==> config.mk <==
export PLATFORM = sky130hd
export DESIGN_NAME = dac_spi_frame_receiver
export DESIGN_NICKNAME = d
export VERILOG_FILES = /design/src/rtl/dac_spi_frame_receiver.sv
export SDC_FILE = /design/constraint.sdc
export NUM_CORES = 1
export LEC_CHECK = 0
export ABC_AREA = 1
export CAP_MARGIN = 20
export CORE_MARGIN = 1
export CORE_UTILIZATION = 46
export CTS_CLUSTER_SIZE = 25
export DETAILED_ROUTE_END_ITERATION = 8
export GPL_ROUTABILITY_DRIVEN = 0
export GPL_TIMING_DRIVEN = 0
export PLACE_DENSITY = 0.7
export SLEW_MARGIN = 20
export SYNTH_ARGS = -nofsm -noshare
export SYNTH_HDL_FRONTEND = slang
export SYNTH_SLANG_ARGS = --single-unit
==> constraint.sdc <==
create_clock -name clk_50 -period 4.6 [get_ports clk_50]
set_input_delay 0.46 -clock clk_50 [delete_from_list [all_inputs] [get_ports clk_50]]
set_output_delay 0.46 -clock clk_50 [all_outputs]
set_load 0.05 [all_outputs]
==> src/rtl/dac_spi_frame_receiver.sv <==
// Loopback monitor for a multi-lane AD5541A-style DAC bus: synchronises SCK/CS_N/SDI/LDAC_N
// into clk_50, deserialises each lane and commits the loaded words on the LDAC_N falling edge.
module dac_spi_frame_receiver #(
    parameter int unsigned N_LANES     = 4,
    parameter int unsigned WORD_BITS   = 16,
    parameter int unsigned SYNC_STAGES = 2
) (
    input  logic                         clk_50,
    input  logic                         reset_n,
    input  logic                         sck,
    input  logic [N_LANES-1:0]           cs_n,
    input  logic [N_LANES-1:0]           sdi,
    input  logic                         ldac_n,
    input  logic                         err_clear,
    output logic [N_LANES*WORD_BITS-1:0] lane_data,
    output logic                         data_valid,
    output logic [N_LANES-1:0]           lane_mask,
    output logic [N_LANES-1:0]           frame_error,
    output logic [15:0]                  frame_count
);

    // Bus vector layout: [0]=sck, [1]=ldac_n, then cs_n lanes, then sdi lanes.
    localparam int unsigned NS = 2 * N_LANES + 2;
    localparam int unsigned NE = N_LANES + 2;
    localparam logic [4:0]  CNT_MAX  = 5'd31;
    localparam logic [4:0]  CNT_FULL = 5'(WORD_BITS);
    localparam logic [N_LANES*WORD_BITS-1:0] MIDSCALE =
        {N_LANES{1'b1, {(WORD_BITS-1){1'b0}}}};

    typedef enum logic {
        ST_IDLE,
        ST_SHIFT
    } lane_state_e;

    logic [NS-1:0]                sync_q [SYNC_STAGES];
    logic [NS-1:0]                sync_d [SYNC_STAGES];
    logic [NE-1:0]                dly_q, dly_d;
    logic [NS-1:0]                bus_s;

    logic                         sck_rise;
    logic                         ldac_fall;
    logic [N_LANES-1:0]           cs_s, cs_rise, cs_fall, sdi_s;

    lane_state_e                  state_q [N_LANES];
    lane_state_e                  state_d [N_LANES];
    logic [WORD_BITS-1:0]         shift_q [N_LANES];
    logic [WORD_BITS-1:0]         shift_d [N_LANES];
    logic [WORD_BITS-1:0]         hold_q  [N_LANES];
    logic [WORD_BITS-1:0]         hold_d  [N_LANES];
    logic [4:0]                   cnt_q   [N_LANES];
    logic [4:0]                   cnt_d   [N_LANES];
    logic [N_LANES-1:0]           loaded_q, loaded_d;
    logic [N_LANES-1:0]           armed_q, armed_d;
    logic [N_LANES-1:0]           frame_error_q, frame_error_d;
    logic [N_LANES-1:0]           err_set, shifting;

    logic [N_LANES*WORD_BITS-1:0] lane_data_q, lane_data_d;
    logic                         data_valid_q, data_valid_d;
    logic [N_LANES-1:0]           lane_mask_q, lane_mask_d;
    logic [15:0]                  frame_count_q, frame_count_d;

    always_comb begin
        sync_d[0] = {sdi, cs_n, ldac_n, sck};
        for (int unsigned i = 1; i < SYNC_STAGES; i++) begin
            sync_d[i] = sync_q[i-1];
        end
        bus_s = sync_q[SYNC_STAGES-1];
        dly_d = bus_s[NE-1:0];
    end

    assign sck_rise  = bus_s[0] & ~dly_q[0];
    assign ldac_fall = ~bus_s[1] & dly_q[1];
    assign cs_s      = bus_s[2 +: N_LANES];
    assign cs_rise   = cs_s & ~dly_q[2 +: N_LANES];
    assign cs_fall   = ~cs_s & dly_q[2 +: N_LANES];
    assign sdi_s     = bus_s[2+N_LANES +: N_LANES];

    always_comb begin
        err_set       = '0;
        shifting      = '0;
        loaded_d      = loaded_q;
        armed_d       = armed_q | cs_s;
        lane_data_d   = lane_data_q;
        data_valid_d  = ldac_fall;
        lane_mask_d   = lane_mask_q;
        frame_count_d = frame_count_q;

        for (int unsigned n = 0; n < N_LANES; n++) begin
            state_d[n] = state_q[n];
            shift_d[n] = shift_q[n];
            hold_d[n]  = hold_q[n];
            cnt_d[n]   = cnt_q[n];

            if (state_q[n] == ST_IDLE) begin
                if (cs_fall[n] && armed_q[n]) begin
                    state_d[n] = ST_SHIFT;
                    cnt_d[n]   = '0;
                    shift_d[n] = '0;
                end
            end else begin
                // Shift before close so an sck rise coinciding with cs_n rise still counts.
                if (sck_rise) begin
                    shift_d[n] = {shift_q[n][WORD_BITS-2:0], sdi_s[n]};
                    if (cnt_q[n] != CNT_MAX) begin
                        cnt_d[n] = cnt_q[n] + 5'd1;
                    end
                end
                if (cs_rise[n]) begin
                    state_d[n] = ST_IDLE;
                    if (cnt_d[n] == CNT_FULL) begin
                        hold_d[n]   = shift_d[n];
                        loaded_d[n] = 1'b1;
                    end else begin
                        err_set[n] = 1'b1;
                    end
                end
            end
            shifting[n] = (state_d[n] == ST_SHIFT);
        end

        // Commit sees this cycle's closes, so a word closing with the ldac fall joins it.
        if (ldac_fall) begin
            lane_mask_d = loaded_d & ~shifting;
            for (int unsigned n = 0; n < N_LANES; n++) begin
                if (lane_mask_d[n]) begin
                    lane_data_d[n*WORD_BITS +: WORD_BITS] = hold_d[n];
                end
            end
            loaded_d = '0;
            if (|lane_mask_d) begin
                frame_count_d = frame_count_q + 16'd1;
            end
        end

        frame_error_d = (frame_error_q & ~{N_LANES{err_clear}}) | err_set;
    end

    always_ff @(posedge clk_50 or negedge reset_n) begin
        if (!reset_n) begin
            for (int unsigned i = 0; i < SYNC_STAGES; i++) begin
                sync_q[i] <= '0;
            end
            dly_q <= '0;
            for (int unsigned n = 0; n < N_LANES; n++) begin
                state_q[n] <= ST_IDLE;
                shift_q[n] <= '0;
                hold_q[n]  <= '0;
                cnt_q[n]   <= '0;
            end
            loaded_q      <= '0;
            armed_q       <= '0;
            frame_error_q <= '0;
            lane_data_q   <= MIDSCALE;
            data_valid_q  <= 1'b0;
            lane_mask_q   <= '0;
            frame_count_q <= '0;
        end else begin
            for (int unsigned i = 0; i < SYNC_STAGES; i++) begin
                sync_q[i] <= sync_d[i];
            end
            dly_q <= dly_d;
            for (int unsigned n = 0; n < N_LANES; n++) begin
                state_q[n] <= state_d[n];
                shift_q[n] <= shift_d[n];
                hold_q[n]  <= hold_d[n];
                cnt_q[n]   <= cnt_d[n];
            end
            loaded_q      <= loaded_d;
            armed_q       <= armed_d;
            frame_error_q <= frame_error_d;
            lane_data_q   <= lane_data_d;
            data_valid_q  <= data_valid_d;
            lane_mask_q   <= lane_mask_d;
            frame_count_q <= frame_count_d;
        end
    end

    assign lane_data   = lane_data_q;
    assign data_valid  = data_valid_q;
    assign lane_mask   = lane_mask_q;
    assign frame_error = frame_error_q;
    assign frame_count = frame_count_q;

endmodule

* After elaboration in Yosys (flattened, before gate mapping)
Cells that the tools add are included.
** Operators by class
- Muxes and demuxes :: 81
- $add $sub $neg :: 5
- Bitwise gates (word level) :: 14
- Equal/unequal tests :: 8
- Reduce and logical (&&, ||, !) cells :: 14
** Operator list (count)
- two-way mux 16 bit :: 24
- two-way mux 5 bit :: 20
- two-way mux 1 bit :: 36
- adder 5 x 1 -> 5 bit (second input constant) :: 4
- equality test 5 bit (second input constant) :: 4
- != test 5 bit (second input constant) :: 4
- adder 16 x 1 -> 16 bit (second input constant) :: 1
- bitwise AND 4 bit :: 4
- NOT 4 bit :: 4
- AND reduction 2 bit :: 5
- bitwise OR 4 bit :: 2
- nonzero test 2 bit :: 4
- logical AND 1 bit :: 4
- two-way mux 4 bit :: 1
- OR reduction 4 bit :: 1
- bitwise AND 1 bit :: 2
- NOT 1 bit :: 2
** Word-level totals
- Output and inout port bits :: 89
- Logic and storage cells :: 151
- Flip-flop bits (word level) :: 275
- Bits of input ports :: 13

* Depth between registers and ports, before layout
- Depth in word-level cells :: 11
- Gate-level depth with buffers :: 17

* Worst setup path before layout
OpenSTA, ideal clock, no wires.
- Kind :: reg-to-reg
- Start point :: reg dly_q[0]
- End point :: reg frame_count_q[9] (netlist: frame_count[9])
- Cell stages (with the launch flop) :: 15
- Path slack :: 2.625 ns
- Data required time :: 4.480 ns
- Arrival :: 1.855 ns
- Cells stage by stage :: dfrtp_1 inv_4 nand2_4 buf_6 o21ai_1 nand3_2 nor2_4 nand3_4 nand2_2 nand2_4 nand2_4 o21ai_4 buf_4 nand2_1 nand2_1
** Between the ends
- Longest elaborated chain between the ends :: 11
- Elaborated cells on any way between the ends :: 29
- Those cells by class :: eq/ne (4); mux (20); bitwise (3); reduce/logical (2)
** RTL lines
- start, declared :: RTL line 37 : logic [NE-1:0] dly_q, dly_d;
- start signal, assigned :: RTL line 161 : dly_q <= dly_d;
- NOT 1 bit * :: RTL line 71 : assign sck_rise = bus_s[0] & ~dly_q[0];
- bitwise AND 1 bit * :: RTL line 71
- two-way mux 5 bit :: RTL line 102 : if (sck_rise) begin
- two-way mux 5 bit :: RTL line 94 : if (state_q[n] == ST_IDLE) begin
- equality test 5 bit :: RTL line 110 : if (cnt_d[n] == CNT_FULL) begin
- two-way mux 1 bit :: RTL line 110
- two-way mux 1 bit :: RTL line 108 : if (cs_rise[n]) begin
- two-way mux 1 bit :: RTL line 94
- bitwise AND 4 bit * :: RTL line 123 : lane_mask_d = loaded_d & ~shifting;
- OR reduction 4 bit * :: RTL line 130 : if (|lane_mask_d) begin
- AND reduction 2 bit (no source line) *
- end signal, assigned :: RTL line 174 : frame_count_q <= frame_count_d;
- end, declared :: RTL line 60 : logic [15:0] frame_count_q, frame_count_d;
Mark *: on every way between the ends. The rest lies on a longest branch, timed or not. The select of a mux whose other input is x is not followed.
A chain may end at the register's enable or synchronous reset.

* Final worst setup path
- Start point :: reg lane_data_q[15] (netlist: lane_data[15])
- End point :: out lane_data[15]
** RTL lines
- start, declared :: RTL line 57 : logic [N_LANES*WORD_BITS-1:0] lane_data_q, lane_data_d;
- start signal, assigned :: RTL line 171 : lane_data_q <= lane_data_d;
- end, declared :: RTL line 15 : output logic [N_LANES*WORD_BITS-1:0] lane_data,
No word-level cell between the ends.

==> metrics.txt <==
height of the chip=162 um; Critical Path Fanout Max=2; setup repair after global routing missed its margin=false; Routed wire per std cell=around 13 um; design internal power=~0.0044 W; setup ws final=2.27 ns; Core Rows=58; Synth-to-Final Area Change=21.9%; area of the core=around 25,000 um^2; Worst Hold Class=register to register; sequential power share=between 40% and 50%; DR vias=8,912; hold path start=sync_d[3]; initial antenna violation count=0; drt via density=between 4 and 5; switching part of the total power=24.8%; maximum capacitance violations=0; Die Span X=between 150 and 200 um; overflow left after global routing=0; dpl cells=1,770; TritonCTS buffer count=29; run status=completed; post-route non-filler standard cell count=between 1,500 and 2,000; Power Dens Cells=~410 nW/um^2; nature of the critical path startpoint=register; Crit Path Class=register to output pin; commonest cells after routing, fill and taps aside=462 x nand2_1, 271 x dfrtp_1, 168 x inv_1; Clock Pin Slew Worst Setup and Hold Paths=0.06 ns; NumNets Final=approximately 1,500; setup TNS=0 ns; DRT Wirelength=24,400 um; Total Routing Usage GR=approximately a fifth; via count of the first global-routing pass=about 8,900; cell depth of the worst min-delay path=0; worst path bufs/invs=1; final clock period utilization by the worst path=50.7%; cell at the root of the clock tree=clkbuf_16; synthesis-stage register bit count=275; count of endpoints failing hold in the final timing report=0; Final Core Density=57.1%; hold-critical path endpoint=bus_s[3]; cell family with most CP delay=buffers and inverters; postcts setup bufs=0; Worst Setup End Kind=output pin; later-pin clock latency in the skew report=0.54 ns; H-tree depth=1; R2R setup slack=between 2 and 2.5 ns; Req. time, crit path=a little over 4 ns; worst hold margin=0.348 ns; number of instances in the synthesized netlist=1,337; final setup skew=0.0112 ns; number of pins exceeding their max-slew limit in the final report=0; die area=26,300 um^2; R2R Path Start=bus_s[0]; drt first pass iters=4; # fillers=2,212; remaining antenna violation count=0; net switching power figure=0.00144 W; starting density of the core=46.8%; setup violators final=0; ports placed on the boundary=102; transition time at the pin with the least slew margin=0.735 ns; first-pass GRT wire length=41,900 um; portion of the post-synthesis area used by sequential elements=58.4%; Post-Synthesis Net Count=about 1,400; post-layout min period=2.33 ns; Clk network pwr share=between 40 and 50%; share of layout cells above drive strength 1=8.63%; VDD IR max=0.243 mV; largest stage delay on the critical path=0.80 ns; commonest non-fill, non-tap cell in the layout=nand2_1; # port buffers=101; cell area after synthesis=11,800 um^2; Worst R2R Path Depth=16; post-CTS resize count=0; number of antenna diodes=0; Clock Sink Count=roughly 280; final routed DRC violation total=0; critical path's slowest cell=clkdlybuf4s50_1; cell breakdown of the critical path=clkdlybuf4s50_1; data arrival time of the critical path=1.87 ns; number of warning messages in the yosys log=0; Max transition margin=between 50 and 60%; Final HPWL DP=16,600 um; average footprint of a synthesized cell=roughly 9 um^2; worst slack at placement=2.26 ns; buffer depth of the longest clock path=3; number of different library cells in the post-synthesis netlist=34; number of violations reported at the end of detailed-routing iteration 0=703; Crit Reg-Reg Endpoint=lane_data[10]; TritonCTS clock tree=yes; maximum number of pins on one net before global-route repair=100; logic gate share of total power=9.9%; fmax=429 MHz; leakage=around 6.7 nW
[through the flow]
step / total power (W) / area, um^2
2_1_floorplan: 0.00305 / 11800
3_3_place_gp: 0.00323 / 13200
3_5_place_dp: 0.00326 / 13300
4_1_cts: 0.00589 / 14400
5_1_grt: 0.00609 / 14400
6_report: 0.00582 / 14400
[power groups by stage]
| stage | Sequential, W | Clock, W | Combinational, W |
|---|---|---|---|
| floorplan | 0.00267 | 0 | 0.000381 |
| global placement | 0.00267 | 0 | 0.000559 |
| detailed placement | 0.00267 | 0 | 0.000582 |
| CTS | 0.00263 | 0.00267 | 0.000583 |
| global route | 0.00265 | 0.00277 | 0.000666 |
| finish | 0.00263 | 0.00261 | 0.000578 |
[worst max-delay path by stage]
stage             startpoint              end  slack [ns]  cells past startpoint
2_1_floorplan       dly_q[0]   frame_count[9]        2.63                     14
3_3_place_gp         reset_n    lane_data[43]       -8.80                      1
3_5_place_dp       cnt_q[16]   frame_count[9]        2.26                     14
4_1_cts        lane_data[15]    lane_data[15]        2.24                      1
5_1_grt            cnt_q[16]  frame_count[10]        2.02                     14
6_report       lane_data[15]    lane_data[15]        2.27                      1
[timing repair]
item | in CTS | in global routing
endpoints found under the hold margin | 82 | 0
hold buffers | 1 | 0
endpoints found under the setup margin | 0 | 0
[Yosys cell counts]
cell type / instances / area [um^2]
nand2_1: 462 / 1730
xor2_1: 5 / 43.8
a21oi_1: 4 / 20.0
nor3_2: 1 / 10.0
o21ai_4: 1 / 16.3
clkinv_1: 1 / 3.75
buf_4: 3 / 22.5
nor2_2: 3 / 18.8
xnor2_1: 9 / 78.8
inv_4: 2 / 12.5
nor4_1: 2 / 12.5
nor3_1: 6 / 30.0
dfrtp_1: 271 / 6780
buf_2: 17 / 85.1
nor2_1: 16 / 60.1
o21ai_1: 45 / 225
inv_1: 168 / 631
nand3_2: 4 / 40.0
nand2_4: 7 / 78.8
nand3_4: 2 / 35.0
or2_2: 4 / 25.0
dfstp_2: 4 / 105
buf_6: 6 / 67.6
clkbuf_1: 30 / 113
a22o_1: 1 / 8.76
nand2_2: 7 / 43.8
inv_2: 7 / 26.3
o21ai_0: 114 / 571
nand4_1: 11 / 68.8
nand3_1: 52 / 260
nor2_4: 2 / 22.5
ha_1: 5 / 62.6
o22ai_1: 60 / 375
nor2_8: 5 / 100
[sequential cells by signal, summed over array words and instances, names as in the netlist]
signal       count
bus_s           10
lane_mask        4
state_q          4
shift_q         64
hold_q          64
cnt_q           20
armed_q          4
loaded_q         4
dly_q            6
data_valid       1
sync_d          10
frame_count     16
lane_data       64
frame_error      4
[logic make-up after synthesis]
family,count (synthesis),synth area share [%]
buf+inv,234,8.15
xor+xnor,14,1.04
simple gates,584,21.5
fa+ha+maj,5,0.531
compound gates,225,10.3
flops,275,58.4
[per-layer routing]
layer / track usage [%] / vias up / routed length [um]
met5: 0 / - / 0
met4: 5.53 / 0 / 503
met3: 2.55 / 36 / 893
met2: 31.1 / 139 / 11100
met1: 27.4 / 4222 / 11900
li1: - / 4515 / -
[final cells by class]
| cell class | instances | area [um^2] | area share [%] |
|---|---|---|---|
| plain buffers | 56 | 288 | 2.00 |
| repair buffers | 104 | 1080 | 7.52 |
| well taps | 330 | 413 | 2.87 |
| clock buffers | 38 | 830 | 5.77 |
| multi-input cells | 828 | 3940 | 27.4 |
| clock inverters | 15 | 259 | 1.80 |
| flip-flops and latches | 275 | 6890 | 47.9 |
| inverters | 178 | 673 | 4.68 |
(Power assumes the default switching activity.)
